==> config.mk <==
export PLATFORM = sky130hd
export DESIGN_NAME = i2s_tx_slave_flat
export DESIGN_NICKNAME = d
export VERILOG_FILES = /design/src/rtl/i2s_pkg.sv /design/src/rtl/i2s_tx_slave_if.sv /design/src/rtl/i2s_tx_fifo.sv /design/src/rtl/i2s_tx_slave.sv /design/src/flat_wrapper.sv
export SDC_FILE = /design/constraint.sdc
export NUM_CORES = 1
export LEC_CHECK = 0
export ABC_AREA = 1
export BUFFER_PORTS_ARGS = -buffer_cell sky130_fd_sc_hd__clkbuf_2
export CORE_AREA = 5 5 200 105
export CTS_CLUSTER_DIAMETER = 120
export CTS_CLUSTER_SIZE = 12
export DETAILED_ROUTE_END_ITERATION = 10
export DIE_AREA = 0 0 205 110
export GPL_TIMING_DRIVEN = 0
export PLACE_DENSITY = 0.74
export SLEW_MARGIN = 25
export SYNTH_ARGS = -nofsm -noshare
export SYNTH_HDL_FRONTEND = slang
export SYNTH_SLANG_ARGS = --single-unit
==> constraint.sdc <==
create_clock -name HCLK -period 3.91 [get_ports HCLK]
set_clock_uncertainty 0.2 [all_clocks]
set_input_delay 0.782 -clock HCLK [delete_from_list [all_inputs] [get_ports HCLK]]
set_output_delay 0.782 -clock HCLK [all_outputs]
set_load 0.1 [all_outputs]
==> src/rtl/i2s_pkg.sv <==
// Shared types for the I2S slave transmitter.
// FSM encoding and word-select channel constants.
package i2s_pkg;

    typedef enum logic [1:0] {
        ST_IDLE = 2'd0,
        ST_SYNC = 2'd1,
        ST_RUN  = 2'd2
    } state_e;

    localparam logic WS_LEFT  = 1'b0;
    localparam logic WS_RIGHT = 1'b1;

    // A left word starts when WS drops from right to left at a BCLK fall.
    function automatic logic is_left_start(logic ws_prev, logic ws_now);
        return (ws_prev == WS_RIGHT) && (ws_now == WS_LEFT);
    endfunction

    function automatic logic is_right_start(logic ws_prev, logic ws_now);
        return (ws_prev == WS_LEFT) && (ws_now == WS_RIGHT);
    endfunction

endpackage

==> src/rtl/i2s_tx_slave_if.sv <==
// Sample-pair push port for the I2S slave transmitter.
// The producer is the master; the transmitter is the slave.
interface i2s_tx_slave_if #(
    parameter int DATA_W = 24
);
    logic              in_valid;
    logic              in_ready;
    logic [DATA_W-1:0] in_left;
    logic [DATA_W-1:0] in_right;

    modport master (
        output in_valid,
        output in_left,
        output in_right,
        input  in_ready
    );

    modport slave (
        input  in_valid,
        input  in_left,
        input  in_right,
        output in_ready
    );
endinterface

==> src/rtl/i2s_tx_fifo.sv <==
// Show-ahead synchronous FIFO of stereo pairs.
// Flush clears pointers and level and overrides push/pop.
module i2s_tx_fifo #(
    parameter int W     = 48,
    parameter int DEPTH = 4,
    parameter int LVL_W = 3
) (
    input  logic             clk_i,
    input  logic             rst_i,
    input  logic             flush_i,
    input  logic             push_i,
    input  logic             pop_i,
    input  logic [W-1:0]     din_i,
    output logic [W-1:0]     dout_o,
    output logic [LVL_W-1:0] level_o,
    output logic             full_o,
    output logic             empty_o
);
    localparam int PTR_W = $clog2(DEPTH);

    logic [W-1:0]     mem_q [DEPTH];
    logic [PTR_W-1:0] wr_ptr_q;
    logic [PTR_W-1:0] rd_ptr_q;
    logic [LVL_W-1:0] level_q;
    logic             do_push;
    logic             do_pop;

    assign full_o  = (level_q == LVL_W'(DEPTH));
    assign empty_o = (level_q == '0);
    assign do_push = push_i && !full_o && !flush_i;
    assign do_pop  = pop_i && !empty_o && !flush_i;
    assign dout_o  = mem_q[rd_ptr_q];
    assign level_o = level_q;

    always_ff @(posedge clk_i) begin
        if (do_push) begin
            mem_q[wr_ptr_q] <= din_i;
        end
    end

    always_ff @(posedge clk_i or posedge rst_i) begin
        if (rst_i) begin
            wr_ptr_q <= '0;
            rd_ptr_q <= '0;
            level_q  <= '0;
        end else if (flush_i) begin
            wr_ptr_q <= '0;
            rd_ptr_q <= '0;
            level_q  <= '0;
        end else begin
            if (do_push) begin
                wr_ptr_q <= wr_ptr_q + PTR_W'(1);
            end
            if (do_pop) begin
                rd_ptr_q <= rd_ptr_q + PTR_W'(1);
            end
            case ({do_push, do_pop})
                2'b10:   level_q <= level_q + LVL_W'(1);
                2'b01:   level_q <= level_q - LVL_W'(1);
                default: level_q <= level_q;
            endcase
        end
    end

endmodule

==> src/rtl/i2s_tx_slave.sv <==
// I2S slave transmitter: shifts FIFO sample pairs onto SD
// against an externally generated BCLK/WS, oversampled on HCLK.
module i2s_tx_slave
    import i2s_pkg::*;
#(
    parameter int DATA_W     = 24,
    parameter int FIFO_DEPTH = 4,
    parameter int LVL_W      = 3
) (
    input  logic             HCLK,
    input  logic             HRESET,
    input  logic             en,
    input  logic             flush,
    i2s_tx_slave_if.slave    push,
    input  logic             BCLK,
    input  logic             WS,
    output logic             SD,
    output logic [LVL_W-1:0] fifo_level,
    output logic             underrun,
    input  logic             underrun_clr,
    output logic             frame_start
);
    logic bclk_s1_q;
    logic bclk_s2_q;
    logic bclk_h_q;
    logic ws_s1_q;
    logic ws_s2_q;
    logic ws_prev_q;
    logic fall;
    logic left_edge;
    logic right_edge;

    state_e            state_q;
    logic              sd_q;
    logic [DATA_W-1:0] shreg_q;
    logic [DATA_W-1:0] hold_q;
    logic              underrun_q;
    logic              fstart_q;

    logic [2*DATA_W-1:0] fifo_dout;
    logic                fifo_full;
    logic                fifo_empty;
    logic                fifo_pop;
    logic                active;

    assign fall       = bclk_h_q && !bclk_s2_q;
    assign left_edge  = fall && is_left_start(ws_prev_q, ws_s2_q);
    assign right_edge = fall && is_right_start(ws_prev_q, ws_s2_q);
    assign active     = (state_q == ST_SYNC) || (state_q == ST_RUN);
    assign fifo_pop   = en && active && left_edge && !fifo_empty;

    always_ff @(posedge HCLK or posedge HRESET) begin
        if (HRESET) begin
            bclk_s1_q <= 1'b0;
            bclk_s2_q <= 1'b0;
            bclk_h_q  <= 1'b0;
            ws_s1_q   <= 1'b0;
            ws_s2_q   <= 1'b0;
            ws_prev_q <= 1'b0;
        end else begin
            bclk_s1_q <= BCLK;
            bclk_s2_q <= bclk_s1_q;
            bclk_h_q  <= bclk_s2_q;
            ws_s1_q   <= WS;
            ws_s2_q   <= ws_s1_q;
            if (fall) begin
                ws_prev_q <= ws_s2_q;
            end
        end
    end

    i2s_tx_fifo #(
        .W     (2 * DATA_W),
        .DEPTH (FIFO_DEPTH),
        .LVL_W (LVL_W)
    ) u_fifo (
        .clk_i   (HCLK),
        .rst_i   (HRESET),
        .flush_i (flush),
        .push_i  (push.in_valid),
        .pop_i   (fifo_pop),
        .din_i   ({push.in_left, push.in_right}),
        .dout_o  (fifo_dout),
        .level_o (fifo_level),
        .full_o  (fifo_full),
        .empty_o (fifo_empty)
    );

    assign push.in_ready = !fifo_full;

    always_ff @(posedge HCLK or posedge HRESET) begin
        if (HRESET) begin
            state_q    <= ST_IDLE;
            sd_q       <= 1'b0;
            shreg_q    <= '0;
            hold_q     <= '0;
            underrun_q <= 1'b0;
            fstart_q   <= 1'b0;
        end else begin
            fstart_q <= 1'b0;
            if (underrun_clr) begin
                underrun_q <= 1'b0;
            end
            if (!en) begin
                state_q <= ST_IDLE;
                sd_q    <= 1'b0;
                shreg_q <= '0;
                hold_q  <= '0;
            end else begin
                unique case (state_q)
                    ST_IDLE: begin
                        sd_q    <= 1'b0;
                        state_q <= ST_SYNC;
                    end
                    ST_SYNC, ST_RUN: begin
                        // Last bit of the old word goes out before the reload.
                        if (state_q == ST_RUN && fall) begin
                            sd_q <= shreg_q[DATA_W-1];
                        end
                        if (left_edge) begin
                            state_q  <= ST_RUN;
                            fstart_q <= 1'b1;
                            if (fifo_empty) begin
                                shreg_q    <= '0;
                                hold_q     <= '0;
                                underrun_q <= 1'b1;
                            end else begin
                                shreg_q <= fifo_dout[2*DATA_W-1:DATA_W];
                                hold_q  <= fifo_dout[DATA_W-1:0];
                            end
                        end else if (state_q == ST_RUN && right_edge) begin
                            shreg_q <= hold_q;
                        end else if (state_q == ST_RUN && fall) begin
                            shreg_q <= {shreg_q[DATA_W-2:0], 1'b0};
                        end
                    end
                    default: begin
                        state_q <= ST_IDLE;
                        sd_q    <= 1'b0;
                    end
                endcase
            end
        end
    end

    assign SD          = sd_q;
    assign underrun    = underrun_q;
    assign frame_start = fstart_q;

endmodule
==> src/flat_wrapper.sv <==
// flat-port wrapper written by rule: the top's interface ports become plain ports
module i2s_tx_slave_flat import i2s_pkg::*;
#(
    parameter int DATA_W     = 24,
    parameter int FIFO_DEPTH = 4,
    parameter int LVL_W      = 3
)
  (HCLK, HRESET, en, flush, BCLK, WS, SD, fifo_level, underrun, underrun_clr, frame_start, push_in_valid, push_in_left, push_in_right, push_in_ready);
  i2s_tx_slave_if #(.DATA_W(DATA_W)) push_i ();
  input  logic HCLK;
  input  logic HRESET;
  input  logic en;
  input  logic flush;
  input  logic BCLK;
  input  logic WS;
  output logic SD;
  output logic [LVL_W-1:0] fifo_level;
  output logic underrun;
  input  logic underrun_clr;
  output logic frame_start;
  input wire logic [$bits(push_i.in_valid)-1:0] push_in_valid;
  input wire logic [$bits(push_i.in_left)-1:0] push_in_left;
  input wire logic [$bits(push_i.in_right)-1:0] push_in_right;
  output wire logic [$bits(push_i.in_ready)-1:0] push_in_ready;
  assign push_i.in_valid = push_in_valid;
  assign push_i.in_left = push_in_left;
  assign push_i.in_right = push_in_right;
  assign push_in_ready = push_i.in_ready;
  i2s_tx_slave #(.DATA_W(DATA_W), .FIFO_DEPTH(FIFO_DEPTH), .LVL_W(LVL_W)) u_core (.HCLK(HCLK), .HRESET(HRESET), .en(en), .flush(flush), .push(push_i), .BCLK(BCLK), .WS(WS), .SD(SD), .fifo_level(fifo_level), .underrun(underrun), .underrun_clr(underrun_clr), .frame_start(frame_start));
endmodule
# == Word-level counts from Yosys, hierarchy flattened ==
# Memory sizes are Yosys's and may differ from the RTL's.
# Index checks and enable logic that the tools add are counted.
# classes
bitwise_logic,2
eq_ne,10
n_addsub,4
mux,32
n_reduce_logical,27
# ops
operator,count
two-way mux 24 bit,10
logical AND 1 bit,14
two-way mux 1 bit,13
two-way mux 2 bit,6
inequality test 3 x 2 -> 1 bit (second input constant),2
case mux 3 bit (2 select lines),1
adder 2 x 1 -> 2 bit (second input constant),2
equality test 2 x 1 -> 1 bit (second input constant),2
equality test 2 bit (second input constant),2
logical NOT 1 bit,4
inequality test 2 x 1 -> 1 bit (second input constant),2
inequality test 4 x 1 -> 1 bit (second input constant),1
case mux 2 bit (2 select lines),1
AND reduction 2 bit,2
nonzero test 2 bit,2
adder 3 x 1 -> 3 bit (second input constant),1
equality test 3 bit (second input constant),1
logical NOT 3 bit,1
two-way mux 3 bit,1
nonzero test 3 bit,1
subtractor 3 x 1 -> 3 bit (second input constant),1
logical NOT 2 bit,1
NOT 1 bit,2
OR reduction 2 bit,1
logical OR 1 bit,1
# totals
ff_bits,66
input_bits,56
n_memories,1
ram_bits,192
# memory_table
name,depth,width,rd,rd_ports_with_merged_regs,write_ports,line_no,source
u_core.u_fifo.mem_q,4,48,1,0,1,i2s_tx_fifo.sv:21,logic [W-1:0] mem_q [DEPTH];

# == Depth between registers and ports, before layout ==
# Gate-level depths: netlist of run 1.
# depth
ltp_word,10
mapped_depth,14
mapped_depth_nobuf,14

# == Hierarchy ==
# Synthesis of run 1 repeated with hierarchy kept, for this count alone.
# hier_totals
hier_cells,909
hier_area_um2,10582.6
# modules_own_cells
module,cells_per_inst,n_inst,area_per_inst_um2,seq_area_each_um2
i2s_tx_fifo,531,1,7593.5,5940.7
i2s_tx_slave,378,1,2989.1,1476.4

# == Least setup slack after synthesis of run 1 ==
# OpenSTA, ideal clock, no wires.
# synth_timing
kind,register to register
from,reg u_core.u_fifo.level_q[0] (netlist: u_core.u_fifo.level_o[0])
to,"mem u_core.u_fifo.mem_q[0][0], enable pin"
path_buffers,0
path_stages_with_launch,5
arrival_time_ns,4.339
setup_time_ns,0.454
path_slack_ns,-1.083
cell_sequence,dfrtp_1 > nor2_1 > nand2_1 > nand3_1 > nor2_1
# synth_via
elab_chain_cells,6
# synth_lines
item,line_no,source
"start, declared",i2s_tx_fifo.sv:24,logic [LVL_W-1:0] level_q;
"start signal, assigned",i2s_tx_fifo.sv:58,2'b10: level_q <= level_q + LVL_W'(1);
"start signal, assigned",i2s_tx_fifo.sv:59,2'b01: level_q <= level_q - LVL_W'(1);
"start signal, assigned",i2s_tx_fifo.sv:60,default: level_q <= level_q;
equality test 3 bit,i2s_tx_fifo.sv:28,assign full_o = (level_q == LVL_W'(DEPTH));
logical NOT 1 bit,n/a,
named net push_in_ready,flat_wrapper.sv:24,output wire logic [$bits(push_i.in_ready)-1:0] push_in_ready;
logical AND 1 bit (2 in series),i2s_tx_fifo.sv:30,assign do_push = push_i && !full_o && !flush_i;
two-way mux 1 bit,i2s_tx_fifo.sv:36,if (do_push) begin
two-way mux 1 bit (not written as such),i2s_tx_fifo.sv:37,mem_q[wr_ptr_q] <= din_i;
"end, declared",i2s_tx_fifo.sv:21,
# The timed path passes the listed nets, and every way through them passes these cells.

# == Worst setup path after layout of run 1 ==
# layout_timing
from,reg u_core.u_fifo.level_q[0] (netlist: u_core.u_fifo.level_o[0])
to,out push_in_ready
# layout_via
elab_chain_cells,2
# layout_lines
item,line_no,source
equality test 3 bit,i2s_tx_fifo.sv:28,
logical NOT 1 bit,i2s_tx_slave.sv:89,assign push.in_ready = !fifo_full;
"end, declared",flat_wrapper.sv:24,
# No other way between the ends.

==> results_dict.tcl, run 1 <==
set metrics [dict create \
    fmax_ghz 0.377 \
    muxShareOfSynthArea_pct 0.0950 \
    drtIter0Drc 779 \
    place_area_um2 11400 \
    ys_top_cells_by_area "edfxtp_1, dfrtp_1, nand2_1, o21ai_0, nand3_1" \
    synth_nets 999 \
    seq_area_frac_synth_pct 70.4 \
    worst_r2r_startpoint "u_core.state_q[1]" \
    synthSimpleGateAreaFrac_pct 15.8 \
    dp_hpwl_mm 16.8 \
    critical_path.max_stage_delay_ns 0.47 \
    grt_pass1_wl_mm 38.7 \
    power_leakage_nw 4.87 \
    grt_remaining_overflow 0 \
    dr.pass1.iters 5 \
    final_cells 1320 \
    synth-adder-area-share_pct 0.903 \
    slew_headroom_pct 58.7 \
    initial_utilization_pct 55.3 \
    final_cell_mix "nand2_1, edfxtp_1, o21ai_0, nor2_1, inv_1" \
    wl_mm 24.5 \
    fp.dieArea_um2 22600 \
    grt_pass1_vias 6824 \
    tns_ns 0 \
    antenna_found_initial 0 \
    final_common_cell "nand2_1" \
    fill_cells 1504 \
    syn_to_final_growth_pct 15.6 \
    syn_area_um2 10500 \
    path_max_fanout 4 \
    r2r_setup_slack_ns 1.38 \
    crit_path_end_kind "output port" \
    ant_nets 0 \
    max_cap_viol_count 0 \
    r2r_end "u_core.u_fifo.level_o[2]" \
    cts-root-buf "clkbuf_16" \
    maxSlewViolCount 0 \
    core_area_um2 19100 \
    drc_errors 0 \
    viasPerCell 5.38 \
    synth-compound-area-share_pct 7.70 \
    cp_slowest_cell "clkbuf_2" \
    hold_viol_final 0 \
    nNetsFinal 1098 \
    final_cell_area_um2 12200 \
    routedWlPerCell_um 18.6 \
    numCtsBuffers 25 \
    regArea_um2 7420 \
    die_w_um 205 \
    cts_tree "yes" \
    path_cells "nor2_1 > nand2_1 > clkbuf_2" \
    synth_warnings 0 \
    avgSynthCellArea_um2 11.3 \
    clkTransAtPathRegs_ns 0.06 \
    worstMarginPinSlew_ns 0.618 \
    power_density_nw_per_um2 460 \
    holdPathStages 0 \
    antenna_cells 0 \
    synthCells 936 \
    power_mw 5.60 \
    htreeDepth 1 \
    setup_viol 0 \
    drive_gt1_share_pct 14.2 \
    preCtsSetupSlack_ns 1.06 \
    startpoint_type "flop" \
    hold_path.class "flop to flop" \
    min_to "u_core.ws_s2_q" \
    ys_ff_latch 258 \
    required_ns 2.93 \
    place.port_buffers 62 \
    peakVddDrop_v 0.000399 \
    hold_start "u_core.ws_s1_q" \
    clk_latency_ns 0.54 \
    grt_usage_pct 22.4 \
    period_share_pct 67.8 \
    worstPathArrival_ns 1.67 \
    synthXorXnorAreaFrac_pct 0.0831 \
    gp_congestion 0.842 \
    fin_ws_ns 1.26 \
    multi_input_area_um2 2620 \
    synth_top_cell_by_area "edfxtp_1" \
    synth_top_family_by_area "simple AND/OR/NAND/NOR gates" \
    hold_ws_ns 0.150 \
    post-route-min-period_ns 2.65 \
    ios 63 \
    cts.sinks 258 \
    num_vias 7108 \
    synth.distinct_cells 26 \
    worstRegToRegCells 14 \
    synth.top_cell.area_share_pct 54.7 \
    clockBufferDepth 3 \
    dp.cells 1273 \
    post-route-util_pct 63.9 \
    status "complete, no violations" \
    rows 36 \
    path_class "flop to output port" \
    die_h_um 110 \
    rsz0062_at_grt "no" \
    grt_start_max_net_pins 52 \
]
==> flip-flops by register name, summed over array words and instances (netlist names), 2 cells and up <==
signal	flops
u_core.u_fifo.mem_q	192
u_core.hold_q	24
u_core.shreg_q	24
u_core.u_fifo.level_o	3
u_core.state_q	2
u_core.u_fifo.rd_ptr_q	2
u_core.u_fifo.wr_ptr_q	2
==> synth_stat cells (all sizes together) <==
library cell / count
mux2i: 1
xor2: 1
nand2: 241
inv: 75
ha: 6
clkbuf: 20
edfxtp: 192
o2bb2ai: 9
o21ai: 96
dfrtp: 66
nor2: 92
buf: 28
o22ai: 36
nand3: 69
a21oi: 3
fa: 1
==> metal layers <==
metal	track usage (%)	vias up	share of wire, %	routed length (µm)
li1	-	3379	-	-
met1	35.6	3364	47	11500
met2	32.0	331	41	10100
met3	5.52	34	11	2690
met4	3.87	0	1.2	288
met5	0	-	0	0
==> logic make-up after synthesis <==
| family | Yosys count |
|---|---|
| adder cells (fa/ha/maj) | 7 |
| XOR/XNOR | 1 |
| multiplexers | 1 |
| buffers and inverters | 123 |
| AND/OR/NAND/NOR | 402 |
| flip-flops | 258 |
| AO/OA/AOI/OAI | 144 |
==> worst max-delay path, delay by kind of cell (launching register included) <==
kind	cells	cell delay (ns)
simple gates	2	0.22
flops	1	0.44
buf+inv	1	0.47
==> repair_timing <==
action | CTS | global route
hold buffers | 1 | 0
endpoints found under the hold margin | 15 | 0
gates resized for setup | 0 | 0
setup buffers | 0 | 0
==> report_power, final <==
part	switching, mW	internal [mW]
registers	0.0292	3.03
clock network	0.996	1.20
logic	0.240	0.0982
total	1.27	4.34
==> area by class of cell <==
type                       count  area share (%)
clock inverter                 2           0.144
timing repair buffer          72            4.60
inverter                      75            2.33
tap                          266            2.73
sequential                   258            60.9
multi-input combinational    555            21.5
buffer                        48            2.01
clock buffer                  44            5.72
==> worst max-delay path by stage <==
stage | to | from
after floorplan | u_core.u_fifo.mem_q[0][0] | u_core.u_fifo.level_o[0]
after global placement | u_core.u_fifo.mem_q[3][28] | flush
after detailed placement | u_core.u_fifo.mem_q[1][37] | flush
after CTS | push_in_ready | u_core.u_fifo.level_o[0]
after global routing | push_in_ready | u_core.u_fifo.level_o[0]
final | push_in_ready | u_core.u_fifo.level_o[0]
No activity file was read; power rests on OpenSTA's default activity.
==> run 2: changes to the inputs <==
--- a/config.mk
+++ b/config.mk
@@ -5,7 +5,7 @@
 export SDC_FILE = /design/constraint.sdc
 export NUM_CORES = 1
 export LEC_CHECK = 0
-export ABC_AREA = 1
+export ABC_AREA = 0
 export BUFFER_PORTS_ARGS = -buffer_cell sky130_fd_sc_hd__clkbuf_2
 export CORE_AREA = 5 5 200 105
 export CTS_CLUSTER_DIAMETER = 120
@@ -13,7 +13,7 @@
 export DETAILED_ROUTE_END_ITERATION = 10
 export DIE_AREA = 0 0 205 110
 export GPL_TIMING_DRIVEN = 0
-export PLACE_DENSITY = 0.74
+export PLACE_DENSITY = 0.75
 export SLEW_MARGIN = 25
 export SYNTH_ARGS = -nofsm -noshare
 export SYNTH_HDL_FRONTEND = slang
==> constraint.sdc (replaced) <==
create_clock -name HCLK -period 2.4 [get_ports HCLK]
set_clock_uncertainty 0.2 [all_clocks]
set_input_delay 0.48 -clock HCLK [delete_from_list [all_inputs] [get_ports HCLK]]
set_output_delay 0.48 -clock HCLK [all_outputs]
set_load 0.1 [all_outputs]
==> results_dict.tcl, run 2 <==
set metrics [dict create \
    dp.cells 896 \
    avgSynthCellArea_um2 17.9 \
    top_regs "u_core.u_fifo.mem_q x192, u_core.hold_q x24, u_core.shreg_q x24" \
    synth_warnings 0 \
    grt_pass1_wl_mm 35.1 \
    worst_r2r_startpoint "u_core.state_q[0]" \
    cts-root-buf "clkbuf_16" \
    synthCells 567 \
    yosysMostFrequentCell "edfxtp_1" \
    synth_top_cell_by_area "edfxtp_1" \
    wl_mm 22.2 \
    synth.top_cell.area_share_pct 56.9 \
    p_int_mw 7.11 \
    cp_slowest_cell "dfrtp_1" \
    largest_reg_flops 192 \
    rsz0062_at_grt "yes" \
    ios 63 \
    seq_area_frac_synth_pct 73.2 \
    path_class "flop to flop" \
    syn_area_um2 10100 \
    gp_congestion 0.854 \
    worstMarginPinSlew_ns 0.810 \
    p_comb_share_pct 6.6 \
    sw_frac_of_total_pct 21.8 \
    p_clk_share_pct 38.8 \
    status "finished, violations left" \
    clk_latency_ns 0.52 \
    numCtsBuffers 25 \
    final_common_cell "edfxtp_1" \
    cts.sinks 258 \
    synth.distinct_cells 42 \
    synth-edff-count 192 \
    r2r_end "u_core.u_fifo.level_o[2]" \
    p_seq_share_pct 54.6 \
    nNetsFinal 775 \
    num_vias 5866 \
    clockBufferDepth 3 \
    viasPerCell 5.89 \
    drc_errors 0 \
    fin_ws_ns -0.187 \
    htreeDepth 1 \
    min_to "u_core.u_fifo.mem_q[2][0]" \
    grt_pass1_vias 5997 \
    antenna_cells 0 \
    period_share_pct 108 \
    post-route-min-period_ns 2.59 \
    required_ns 2.58 \
    hold_path.class "primary input to flop" \
    final_cell_area_um2 12100 \
    syn_to_final_growth_pct 19.7 \
    synth_nets 630 \
    critPathLaunch "u_core.state_q[0]" \
    grt_start_max_net_pins 49 \
    worstPathArrival_ns 2.76 \
    initial_utilization_pct 53.2 \
    max_cap_viol_count 0 \
    grt_remaining_overflow 0 \
    place_area_um2 10800 \
    startpoint_type "flop" \
    final_cells 996 \
    violations "setup timing" \
    synth_ff_type "edfxtp_1" \
    fmax_ghz 0.387 \
    dp_hpwl_mm 14.1 \
    final_cell_mix "edfxtp_1, clkbuf_2, dfrtp_1, dlygate4sd3_1, mux4_2" \
    ys_top_cells_by_area "edfxtp_1, dfrtp_1, mux4_2, a22o_1, a31oi_1" \
    grt_usage_pct 20.5 \
    die_h_um 110 \
    core_area_um2 19100 \
    dr.pass1.iters 6 \
    synthArstFlopShare_pct 25.6 \
    r2r_setup_slack_ns -0.19 \
    top_register "u_core.u_fifo.mem_q" \
    ant_nets 0 \
    setup_viol 190 \
    antenna_found_initial 0 \
    hold_viol_final 0 \
    worstRegToRegCells 9 \
    power_leakage_nw 4.34 \
    place.port_buffers 62 \
    power_density_nw_per_um2 750 \
    crit_path_end_kind "flop" \
    fp.dieArea_um2 22600 \
    holdPathStages 1 \
    ys_ff_latch 258 \
    die_w_um 205 \
    path_cells "inv_2 > ha_4 > and2_4 > and3_4 > and3b_1 > fa_2 > or4_1 > a31oi_1 > a21oi_1" \
    drtIter0Drc 642 \
    critical_path.max_stage_delay_ns 0.41 \
    path_max_fanout 6 \
    hold_start "push_in_right[0]" \
    routedWlPerCell_um 22.3 \
    yosys-top-cells-count "edfxtp_1, dfrtp_1, mux4_2, a22o_1, clkbuf_1" \
    rows 36 \
    clkTransAtPathRegs_ns 0.07 \
    switchingPower_mw 1.98 \
    slew_headroom_pct 46.0 \
    peakVddDrop_v 0.000621 \
    maxSlewViolCount 0 \
    cts_tree "yes" \
    drive_gt1_share_pct 24.5 \
]
## run 2: critical path, delay by kind of cell, from the launching register on
kind / cells / cell delay, ns
and+or+nand+nor: 4 / 0.94
buffers and inverters: 1 / 0.10
adders and majority gates: 2 / 0.56
DFF: 1 / 0.41
AOI/OAI and AO/OA: 2 / 0.24
## run 2: worst max-delay path by stage
| stage | depth (start not counted) | slack [ns] | to |
|---|---|---|---|
| finish | 9 | -0.19 | u_core.u_fifo.level_o[2] |
| CTS | 9 | -0.16 | u_core.u_fifo.level_o[2] |
| global route | 11 | -0.24 | u_core.u_fifo.level_o[2] |
| global placement | 2 | -0.83 | u_core.u_fifo.level_o[2] |
| detailed placement | 10 | -0.55 | u_core.u_fifo.level_o[2] |
| floorplan | 9 | -0.56 | u_core.u_fifo.level_o[2] |
## run 2: logic make-up (layout without fill, tap and decap cells)
| kind of cell | Yosys count | in the layout | synth area share [%] |
|---|---|---|---|
| flip-flops | 258 | 258 | 73.2 |
| AO/OA/AOI/OAI | 132 | 132 | 8.92 |
| AND/OR/NAND/NOR | 67 | 67 | 3.65 |
| multiplexers | 51 | 51 | 11.0 |
| buffers and inverters | 49 | 212 | 2.04 |
| adder cells (fa/ha/maj) | 7 | 7 | 0.938 |
| XOR/XNOR | 3 | 3 | 0.259 |
## run 2: metal layers
| layer | track usage (%) | share of wire, % |
|---|---|---|
| met5 | 0 | 0 |
| met4 | 2.96 | 1.4 |
| met3 | 5.06 | 8.3 |
| met2 | 29.3 | 43 |
| met1 | 32.9 | 48 |
## run 2: power by group through the flow
stage	combinational (mW)	sequential [mW]	clock, mW
after floorplan	0.267	5.08	0
after global placement	0.468	5.06	0
after detailed placement	0.496	5.06	0
after CTS	0.586	4.97	3.60
after global routing	0.649	4.97	3.79
final	0.597	4.97	3.53
## run 2: through the flow
stage                     hold WS (ns)  utilization, %  power [mW]  TNS, ns  worst slack [ns]
after CTS                    0.0000677            63.5        9.15   -10.12            -0.161
after global routing            0.0117            63.7        9.42   -36.17            -0.242
after global placement           0.148            56.7        5.52   -45.58            -0.828
final                           0.0131            63.7        9.10   -11.75            -0.187
after floorplan                  0.131               -        5.35   -43.08            -0.557
after detailed placement         0.138            56.8        5.56    -6.44            -0.552
## run 2: area by class of cell
type	instances	area [µm²]
flip-flops and latches	258	7420
well taps	266	333
repair buffers	121	918
plain buffers	38	171
multi-input cells	260	2550
inverters	8	32.5
fillers	1339	6920
clock inverters	2	17.5
clock buffers	43	693
## run 2: repair_timing
item                                    in CTS  in global routing
hold endpoints to repair                   214                  0
buffers inserted                             6                  2
hold buffers                                50                  0
resized for setup                           13                 15
pin swaps                                    6                  4
endpoints found under the setup margin      22                232
==> run 3: changes to the inputs <==
--- a/config.mk
+++ b/config.mk
@@ -13,8 +13,9 @@
 export DETAILED_ROUTE_END_ITERATION = 10
 export DIE_AREA = 0 0 205 110
 export GPL_TIMING_DRIVEN = 0
-export PLACE_DENSITY = 0.75
+export PLACE_DENSITY = 0.74
 export SLEW_MARGIN = 25
 export SYNTH_ARGS = -nofsm -noshare
 export SYNTH_HDL_FRONTEND = slang
+export SYNTH_HIERARCHICAL = 1
 export SYNTH_SLANG_ARGS = --single-unit
==> results_dict.tcl, run 3 <==
set metrics [dict create \
    grt_usage_pct 20.8 \
    synthSimpleGateAreaFrac_pct 2.83 \
    peakVddDrop_v 0.000640 \
    die_h_um 110 \
    top_register "u_core/u_fifo/mem_q" \
    ant_nets 0 \
    nNetsFinal 762 \
    post-route-util_pct 64.8 \
    path_class "flop to flop" \
    die_w_um 205 \
    antenna_cells 0 \
    numCtsBuffers 25 \
    muxShareOfSynthArea_pct 10.8 \
    clkTransAtPathRegs_ns 0.06 \
    dp_hpwl_mm 13.3 \
    largest_reg_flops 192 \
    final_cells 983 \
    place.port_buffers 60 \
    fp.dieArea_um2 22600 \
    core_area_um2 19100 \
    synth_warnings 6 \
    ys_top_cells_by_area "edfxtp_1, dfrtp_1, mux4_2, a222oi_1, a22o_1" \
    worst_r2r_startpoint "u_core/u_fifo/level_o[2]" \
    rsz0062_at_grt "yes" \
    setup_viol 193 \
    initial_utilization_pct 53.0 \
    drc_errors 0 \
    worstMarginPinSlew_ns 0.804 \
    critPathLaunch "u_core/u_fifo/level_o[2]" \
    regArea_um2 7430 \
    grt_remaining_overflow 0 \
    syn_area_um2 10100 \
    worstPathArrival_ns 2.53 \
    cts_tree "yes" \
    clk_latency_ns 0.51 \
    avgSynthCellArea_um2 18.9 \
    slew_headroom_pct 46.1 \
    synth_top_cell_by_area "edfxtp_1" \
    synth.top_cell.area_share_pct 57.1 \
    maxSlewViolCount 0 \
    fmax_ghz 0.389 \
    wl_mm 23.2 \
    syn_to_final_growth_pct 22.4 \
    clockBufferDepth 3 \
    preCtsSetupSlack_ns -0.605 \
    num_vias 5912 \
    grt_start_max_net_pins 35 \
    grt_pass1_vias 6044 \
    power_mw 8.99 \
    place_area_um2 10800 \
    status "finished, violations left" \
    period_share_pct 107 \
    synthArstFlopShare_pct 25.6 \
    dp.cells 861 \
    htreeDepth 1 \
    yosys-top-cells-count "edfxtp_1, dfrtp_1, mux4_2, a21oi_1, o21ai_0" \
    cts-root-buf "clkbuf_16" \
    ys_ff_latch 258 \
    synthCells 534 \
    path_max_fanout 24 \
    final_cell_mix "edfxtp_1, dfrtp_1, clkbuf_2, dlygate4sd3_1, mux4_2" \
    cts.sinks 258 \
    power_density_nw_per_um2 728 \
    fill_cells 1302 \
    rows 36 \
    hold_path.class "primary input to flop" \
    dr.pass1.iters 8 \
    hold_ws_ns 0.0301 \
    synth.distinct_cells 54 \
    final_common_cell "edfxtp_1" \
    post-route-min-period_ns 2.57 \
    seq_area_frac_synth_pct 73.5 \
    hold_viol_final 0 \
    power_leakage_nw 4.48 \
    multi_input_area_um2 2490 \
    crit_path_end_kind "flop" \
    ios 63 \
    violations "setup timing" \
    fin_ws_ns -0.168 \
    drtIter0Drc 664 \
    synth-compound-area-share_pct 8.62 \
    synth_ff_type "edfxtp_1" \
    hold_start "push_in_right[17]" \
    yosysMostFrequentCell "edfxtp_1" \
    grt_pass1_wl_mm 34.9 \
    gp_congestion 0.822 \
    startpoint_type "flop" \
    top_regs "u_core/u_fifo/mem_q x192, u_core/hold_q x24, u_core/shreg_q x24" \
    drive_gt1_share_pct 31.9 \
    synth-adder-area-share_pct 0.942 \
    routedWlPerCell_um 23.6 \
    synth_nets 597 \
    synth-edff-count 192 \
    final_cell_area_um2 12400 \
    viasPerCell 6.01 \
    synth_top_family_by_area "multiplexers" \
    antenna_found_initial 2 \
    required_ns 2.36 \
    tns_ns -28.46 \
    synthXorXnorAreaFrac_pct 0.260 \
    max_cap_viol_count 0 \
]
run 3: cell type report:
type	instances	share of cell area (%)
repair buffers	134	8.31
plain buffers	38	2.44
clock inverters	2	0.142
inverters	14	0.466
clock buffers	43	5.61
well taps	266	2.69
flip-flops and latches	258	60.2
multi-input cells	228	20.2
run 3: what timing repair did:
item	in CTS	in global routing
endpoints found under the hold margin	215	0
endpoints found under the setup margin	154	196
setup buffers	16	8
pin swaps	15	10
gates resized for setup	23	14
hold buffers	49	0
gates cloned	4	0
run 3: final timing paths:
path                                               to  slack [ns]  depth (start not counted)
setup / recovery            u_core/u_fifo/mem_q[1][3]       -0.17                          4
hold / removal             u_core/u_fifo/mem_q[1][17]        0.03                          1
setup reg to reg            u_core/u_fifo/mem_q[1][3]       -0.17                          4
hold reg to reg                      u_core/bclk_s2_q        0.15                          0
max in group asynchronous              u_core/ws_s2_q        1.21                          4
min in group asynchronous   u_core/u_fifo/rd_ptr_q[1]        0.27                          3
run 3: cells by family after synthesis:
family	after synthesis
compound gates	120
xor+xnor	3
simple gates	45
fa+ha+maj	7
buf+inv	52
flops	258
mux	49
run 3: critical path, stage by stage (launching register included):
cell and delay [ns]:
dfrtp_4 0.48, buf_4 0.15, nor3b_4 0.15, nor3_2 0.61
and2_4 0.58
run 3: report_power, final:
part           internal, mW  switching [mW]  total (mW)  leakage [nW]
clock                  1.96            1.55        3.50         0.338
combinational         0.224           0.315       0.539          1.50
sequential             4.91          0.0378        4.95          2.64
run 3: routing by layer:
layer / up-vias / routed length [µm] / track usage (%)
met2: 316 / 10300 / 31.8
met3: 51 / 2320 / 4.62
met1: 3026 / 10000 / 31.3
met4: 4 / 491 / 4.82
met5: - / 23 / 0
li1: 2515 / - / -
